File: src/rtl/word_byte_sched_pkg.sv
// Shared definitions for the word-to-byte sequencer: widths, FSM state
// encoding, gap counter width and the sequence-to-lane mapping.
// Build option: WORD_BYTE_SCHED_LSB_FIRST_EN selects LSB-first lane order.
package word_byte_sched_pkg;

    localparam int BYTE_W = 8;
    localparam int NBYTES = 4;
    localparam int WORD_W = 32;
    localparam int IDX_W  = 2;
    localparam int GAP_CW = 4;

    typedef enum logic [1:0] {
        IDLE     = 2'd0,
        SEND     = 2'd1,
        GAP_WAIT = 2'd2
    } state_t;

    // Map the transfer sequence number (0 = first byte out) to a byte lane.
    function automatic logic [IDX_W-1:0] lane_of(input logic [IDX_W-1:0] seq);
`ifdef WORD_BYTE_SCHED_LSB_FIRST_EN
        return seq;
`else
        return IDX_W'(NBYTES - 1) - seq;
`endif
    endfunction

endpackage

File: src/rtl/word_byte_sched_lane_sel.sv
// Combinational 32-to-8 lane selector. Lane 0 is word[7:0], lane 3 is
// word[31:24]. The caller registers the result.
module byte_lane_sel
    import word_byte_sched_pkg::*;
(
    input  logic [WORD_W-1:0] word,
    input  logic [IDX_W-1:0]  idx,
    output logic [BYTE_W-1:0] lane_byte
);

    logic [BYTE_W-1:0] lanes [NBYTES];

    generate
        for (genvar gi = 0; gi < NBYTES; gi++) begin : g_lane
            assign lanes[gi] = word[gi*BYTE_W +: BYTE_W];
        end
    endgenerate

    assign lane_byte = lanes[idx];

endmodule

File: src/rtl/word_byte_sched.sv
// Word-to-byte sequencer: accepts one 32-bit word on a valid/ready input,
// then emits its four bytes on a valid/ready byte stream, optionally with
// GAP idle cycles after every non-final byte. All outputs are registered.
// Build option: WORD_BYTE_SCHED_LSB_FIRST_EN emits lane 0 first instead of lane 3.
module word_byte_sched
    import word_byte_sched_pkg::*;
#(
    parameter int GAP = 0
)
(
    input  logic              clk,
    input  logic              reset,
    input  logic              in_valid,
    output logic              in_ready,
    input  logic [WORD_W-1:0] in_data,
    output logic              out_valid,
    input  logic              out_ready,
    output logic [BYTE_W-1:0] out_data,
    output logic [IDX_W-1:0]  out_idx,
    output logic              out_last,
    output logic              busy
);

    localparam logic [GAP_CW-1:0] GAP_LOAD = GAP_CW'(GAP);
    localparam logic [IDX_W-1:0]  SEQ_LAST = IDX_W'(NBYTES - 1);

    state_t              state_reg;
    logic [IDX_W-1:0]    seq_reg;
    logic [GAP_CW-1:0]   gap_cnt_reg;
    logic [WORD_W-1:0]   word_reg;

    logic                in_ready_reg;
    logic                out_valid_reg;
    logic [BYTE_W-1:0]   out_data_reg;
    logic [IDX_W-1:0]    out_idx_reg;
    logic                out_last_reg;
    logic                busy_reg;

    // Lane selector inputs: the byte that becomes current at the next edge.
    // In IDLE that is the first byte of the incoming word; otherwise it is
    // the byte after the current one in the latched word.
    logic [WORD_W-1:0]   sel_word;
    logic [IDX_W-1:0]    sel_seq;
    logic [IDX_W-1:0]    sel_idx;
    logic [BYTE_W-1:0]   sel_byte;

    // Pick the word and sequence number that feed the lane selector.
    always_comb begin
        sel_word = word_reg;
        sel_seq  = seq_reg + IDX_W'(1);
        if (state_reg == IDLE) begin
            sel_word = in_data;
            sel_seq  = '0;
        end
        sel_idx = lane_of(sel_seq);
    end

    byte_lane_sel u_lane_sel (
        .word      (sel_word),
        .idx       (sel_idx),
        .lane_byte (sel_byte)
    );

    // Handshake FSM with sequence and gap counters; every output is a register.
    always_ff @(posedge clk) begin
        if (!reset) begin
            state_reg     <= IDLE;
            seq_reg       <= '0;
            gap_cnt_reg   <= '0;
            word_reg      <= '0;
            in_ready_reg  <= 1'b1;
            out_valid_reg <= 1'b0;
            out_data_reg  <= '0;
            out_idx_reg   <= '0;
            out_last_reg  <= 1'b0;
            busy_reg      <= 1'b0;
        end else begin
            case (state_reg)
                IDLE: begin
                    if (in_valid) begin
                        state_reg     <= SEND;
                        word_reg      <= in_data;
                        seq_reg       <= '0;
                        in_ready_reg  <= 1'b0;
                        out_valid_reg <= 1'b1;
                        out_data_reg  <= sel_byte;
                        out_idx_reg   <= sel_idx;
                        out_last_reg  <= 1'b0;
                        busy_reg      <= 1'b1;
                    end
                end

                SEND: begin
                    if (out_ready) begin
                        if (seq_reg == SEQ_LAST) begin
                            // Final byte accepted; the next word can only
                            // be taken from the following cycle onward.
                            state_reg     <= IDLE;
                            in_ready_reg  <= 1'b1;
                            out_valid_reg <= 1'b0;
                            out_last_reg  <= 1'b0;
                            busy_reg      <= 1'b0;
                        end else begin
                            seq_reg      <= sel_seq;
                            out_data_reg <= sel_byte;
                            out_idx_reg  <= sel_idx;
                            if (GAP == 0) begin
                                out_last_reg <= (sel_seq == SEQ_LAST);
                            end else begin
                                // Next byte is preloaded but hidden until
                                // the gap expires.
                                state_reg     <= GAP_WAIT;
                                gap_cnt_reg   <= GAP_LOAD;
                                out_valid_reg <= 1'b0;
                                out_last_reg  <= 1'b0;
                            end
                        end
                    end
                end

                GAP_WAIT: begin
                    gap_cnt_reg <= gap_cnt_reg - GAP_CW'(1);
                    if (gap_cnt_reg <= GAP_CW'(1)) begin
                        state_reg     <= SEND;
                        out_valid_reg <= 1'b1;
                        out_last_reg  <= (seq_reg == SEQ_LAST);
                    end
                end

                default: begin
                    state_reg     <= IDLE;
                    in_ready_reg  <= 1'b1;
                    out_valid_reg <= 1'b0;
                    out_last_reg  <= 1'b0;
                    busy_reg      <= 1'b0;
                end
            endcase
        end
    end

    assign in_ready  = in_ready_reg;
    assign out_valid = out_valid_reg;
    assign out_data  = out_data_reg;
    assign out_idx   = out_idx_reg;
    assign out_last  = out_last_reg;
    assign busy      = busy_reg;

endmodule

File: config.mk
export PLATFORM = sky130hd
export DESIGN_NAME = word_byte_sched
export DESIGN_NICKNAME = d
export VERILOG_FILES = /design/src/rtl/word_byte_sched_pkg.sv /design/src/rtl/word_byte_sched_lane_sel.sv /design/src/rtl/word_byte_sched.sv
export SDC_FILE = /design/constraint.sdc
export NUM_CORES = 1
export LEC_CHECK = 0
export BUFFER_PORTS_ARGS = -buffer_cell sky130_fd_sc_hd__buf_2
export CORE_MARGIN = 2
export CORE_UTILIZATION = 50
export DETAILED_ROUTE_END_ITERATION = 6
export MAX_ROUTING_LAYER = met4
export PLACE_DENSITY = 0.84
export SLEW_MARGIN = 0
export SYNTH_ARGS = -nofsm -noshare
export SYNTH_HDL_FRONTEND = slang
export SYNTH_SLANG_ARGS = --single-unit
export TNS_END_PERCENT = 10
File: constraint.sdc
create_clock -name clk -period 3.7 [get_ports clk]
set_input_delay 0.37 -clock clk [delete_from_list [all_inputs] [get_ports clk]]
set_output_delay 0.37 -clock clk [all_outputs]
set_load 0.02 [all_outputs]
* Yosys cells after proc, flatten, opt, wreduce, memory -nomap -nowiden
Index checks and enable logic that the tools add are counted.
** Operators by class
- Add/sub/neg operators :: 3
- $mul :: 0
- Div/mod/pow operators :: 0
- Magnitude comparators :: 2
- Eq/ne operators :: 9
- Shifts and indexed selects :: 0
- Mux-type cells :: 36
- Bitwise gates (word level) :: 2
- Reductions and logical operators :: 7
** Operators by type and width (count)
- 2-to-1 mux 8 bit :: 5
- 2-to-1 mux 32 bit :: 1
- 2-to-1 mux 2 bit :: 11
- binary-select mux 8 bit (select 2 bit) :: 1
- one-hot mux 8 bit (2 select lines) :: 1
- one-hot mux 1 bit (3 select lines) :: 4
- AND reduction 4 bit :: 3
- 2-to-1 mux 1 bit :: 10
- inequality test 2 bit, second input constant :: 5
- one-hot mux 2 bit (2 select lines) :: 2
- equality test 2 bit, second input constant :: 3
- one-hot mux 2 bit (3 select lines) :: 1
- <= comparator 4 x 1 -> 1 bit, second input constant :: 1
- subtractor 4 x 1 -> 4 bit, second input constant :: 1
- >= comparator 3 bit, second input constant :: 1
- NOT 2 -> 3 bit :: 1
- AND reduction 3 bit :: 1
- adder 2 x 1 -> 2 bit, second input constant :: 1
- equality test 2 x 1 -> 1 bit, second input constant :: 1
- logical NOT 2 bit :: 1
- AND reduction 2 bit :: 1
- nonzero test 2 bit :: 1
- subtractor 2 bit, first input constant :: 1
- NOT 1 bit :: 1
** Storage, ports and cells
- Register bits :: 54
- Latch bits :: 0
- RAM bits :: 0
- Memory bits (read-only) :: 0
- Bits of input ports :: 36
- Logic and storage cells :: 69
- Memories :: 0

* Depth between registers and ports, before layout
- Word-level depth :: 10
- Gate-level depth with buffers :: 7
- Gate-level depth less buffers :: 5

* By module
A second synthesis with hierarchy kept.
** Unflattened totals
- Cells, all modules :: 254
- Area total of the unflattened synthesis :: 2413.6 um2
** By module, submodules not included
- word_byte_sched :: times used 1, cells each 244, area an instance 2217.1 um2, seq. area each 940.9 um2
- byte_lane_sel :: times used 1, cells each 10, area an instance 196.4 um2, seq. area each 0.0 um2

* Worst setup path before layout
Ideal clock, no wire load.
- Path kind :: register to register
- From :: register seq_reg[0]
- To :: register seq_reg[1]
- Arrival :: 1.324 ns
- Data required time :: 3.585 ns
- Slack :: 2.261 ns
- Cell stages (with the launch flop) :: 6
- Path buffers :: 0
- Clock period less this slack :: 1.439 ns
- Cells stage by stage :: dfxtp_1 > ha_1 > nand2b_1 > mux2_1 > a21oi_1 > nor2b_1
** On the way
- Longest elaborated chain between the ends :: 5
- Elaborated cells between the ends (all ways) :: 8
- Those cells by class :: add/sub (1); eq/ne (2); mux (4); reduce/logical (1)
** RTL lines
- start: declaration :: RTL line word_byte_sched.sv:28 : logic [IDX_W-1:0] seq_reg;
- start signal: assignment :: RTL line word_byte_sched.sv:104 : seq_reg <= sel_seq;
- adder 2 x 1 -> 2 bit :: RTL line word_byte_sched.sv:50 : sel_seq = seq_reg + IDX_W'(1);
- 2-to-1 mux 2 bit :: RTL line word_byte_sched.sv:51 : if (state_reg == IDLE) begin
- 2-to-1 mux 2 bit :: RTL line word_byte_sched.sv:95 : if (seq_reg == SEQ_LAST) begin
- 2-to-1 mux 2 bit :: RTL line word_byte_sched.sv:94 : if (out_ready) begin
- one-hot mux 2 bit (2 select lines) :: RTL line word_byte_sched.sv:78 : case (state_reg)
Several ways; a longest one is shown, not always the timed one. The select of a mux whose other input is x is not followed.
A chain may end at the register's enable or synchronous reset.

==> impl_metrics.ini <==
[outcome]
status = finished clean

[setup_path]
r2r-start = busy
ff2ff_path_depth = 5
worstSetupStartpointType = flip-flop
r2r_slack_ns = 1.60
crit_start = busy
endpoint = word_reg[6]
cp-end-kind = flip-flop
criticalPathCategory = reg -> reg
worstPathArrival_ns = 2.33
crit_required_ns = 3.93
worstReg2RegEnd = word_reg[6]
critPathMaxFanout = 18

[routing]
ant_nets = 0
wl_met3_um = 210
dr_wl_met2_mm = 2.25
post-route-drc-count = 0
wl_met1_mm = 2.12
finalWirelength_mm = 4.69
drt-initial-drc-count = 107
highest_layer = met4
drt-pass1-iter-count = 4
avgViaCountPerCell = 5.36
wl_per_cell_um = 14.0
num_vias = 1801

[synth]
yosysTopAreaCell = dfxtp_1
synthCells = 246
synth.distinct_cells = 31
syn_area_mm2 = 0.00212
syn_avg_cell_area_um2 = 8.64
synth_nets = 283
ys_dominant_reg_cell = dfxtp_1
synth_edf_count = 0
synthTopCellsByArea = dfxtp_1 (44%), nand2_1 (13%), a21boi_1 (11%), mux2i_1 (4.2%), o221ai_1 (2.9%)
synth_top_area_share_pct = 44.3
synth_warnings = 0
ys_async_sr_fraction_pct = 0
synth-seq-cells = 47
yosysSeqAreaShare_pct = 44.3

[power_and_ir_drop]
power_density_mw_per_mm2 = 468
p_leak_nw = 1.02
fin_total_pwr_w = 0.00116
max-vdd-ir-drop_v = 0.000272

[die]
rows = 23
core-area_mm2 = 0.00406
die_area_mm2 = 0.00479
die_y_um = 69.2
die_w_um = 69.2
start_util_pct = 52.4
io_pins = 50

[clocking]
worstSkewPairLatency_ns = 0.30
post_cts_buffers = 0
clockRootBuffer = clkbuf_8
cts_tree = done
clk_path_buf_depth = 2
cts-resized-gates = 0
cts-htree-levels = 2
cts.sinks = 47
clk_pin_slew_worst_paths_ns = 0.09
cts_buffers = 5
cts-hold-fix-buffers = 0

[layout]
area_growth_pct = 16.6
largest_reg_flops = 32
final_nets = 322
layout_common_cells = nand2_1 (71), buf_2 (49), dfxtp_1 (47), a21boi_1 (31), nand3_1 (10)
diodes = 0
fillers = 359
layout-drive-gt1-share_pct = 24.5
layout_commonest_cell = nand2_1

[timing]
fin_crit_ns = 2.10
rsz0062_at_grt = no
setup_viol = 0
fin_crit_sh_pct = 56.8
worst_slew_margin_rel_pct = 48.5
setup_slack_ns = 1.60
slew_violations = 0
fmax_mhz = 476
worst_pin_slew_ns = 0.772
hold_viol_final = 0
clock_skew_ns = 0.00911
fin_setup_tns_ns = 0

[global_routing]
gr-total-overflow = 0
gr-usage-all-layers_pct = 20.6
grt_max_degree = 54
grt_pass1_vias = 1734
grt_pass1_wl_mm = 7.82
antenna_found_initial = 0

[placement]
portBuffers = 49
routabilityCongestion = 0.784
dp_slack_ns = 1.65
dpl.hpwl_mm = 3.12

[job]
drv_cap = 0

[worst_hold_path]
hp-class = in -> reg
[kinds of logic (layout without fill, tap and decap cells)]
logic type / Yosys count / after routing / synth area share, %
buffers and inverters: 21 / 61 / 5.83
DFF: 47 / 47 / 44.3
muxes: 15 / 15 / 7.42
and+or+nand+nor: 99 / 99 / 20.3
adders and majority gates: 1 / 1 / 0.589
AOI/OAI and AO/OA: 63 / 63 / 21.6
[per-stage QoR]
step,instance area [µm²],hold WS (ns),util (%),instances
2_1_floorplan,2120,0.430,-,246
3_3_place_gp,2340,0.438,57.7,328
3_5_place_dp,2340,0.445,57.7,328
4_1_cts,2480,0.292,61.1,336
5_1_grt,2480,0.304,61.1,336
6_report,2480,0.297,61.1,336
[area by class of cell]
| class | instances | area, µm² | share of cell area, % |
|---|---|---|---|
| repair buffers | 53 | 275 | 11.1 |
| well taps | 50 | 62.6 | 2.53 |
| multi-input cells | 178 | 1060 | 42.9 |
| clock buffers | 5 | 68.8 | 2.78 |
| flip-flops and latches | 47 | 941 | 38.0 |
| clock inverters | 3 | 67.6 | 2.73 |
[report_power, final]
group / total [W] / internal (W) / switching (W)
Clock: 0.000441 / 0.000269 / 0.000172
Sequential: 0.000556 / 0.000538 / 0.0000189
Combinational: 0.000161 / 0.0000666 / 0.0000941
Total: 0.00116 / 0.000873 / 0.000285
[worst min path at each step]
stage               slack [ns]            to    startpoint  depth (start not counted)
global route              0.30  word_reg[22]   in_data[22]                          3
detailed placement        0.45   word_reg[1]   word_reg[1]                          2
floorplan                 0.43  word_reg[17]  word_reg[17]                          2
global placement          0.44  word_reg[14]  word_reg[14]                          2
CTS                       0.29  word_reg[10]   in_data[10]                          3
finish                    0.30  word_reg[10]   in_data[10]                          3
[Yosys cell counts (3+ instances only)]
library cell	number
nand2_1	71
dfxtp_1	47
a21boi_1	31
nand3_1	10
buf_2	9
mux2i_1	9
o21ai_0	8
o221ai_1	7
clkbuf_1	6
nor2b_1	6
mux2_2	4
a211oi_1	3
a21oi_1	3
buf_4	3
buf_6	3
nand2b_1	3
nor2_1	3
o31ai_1	3
[worst max-delay path: stages (launching register included)]
cell	delay, ns
dfxtp_1	0.60
buf_4	0.28
nand2b_1	0.58
buf_4	0.33
nand2_1	0.08
a21boi_1	0.16
[layer usage]
metal	GRT usage [%]	vias to the layer above
li1	-	923
met2	33.2	45
met1	25.2	823
met3	5.38	10
met5	-	-
met4	6.97	0
Power figures use the tool's default switching activity.
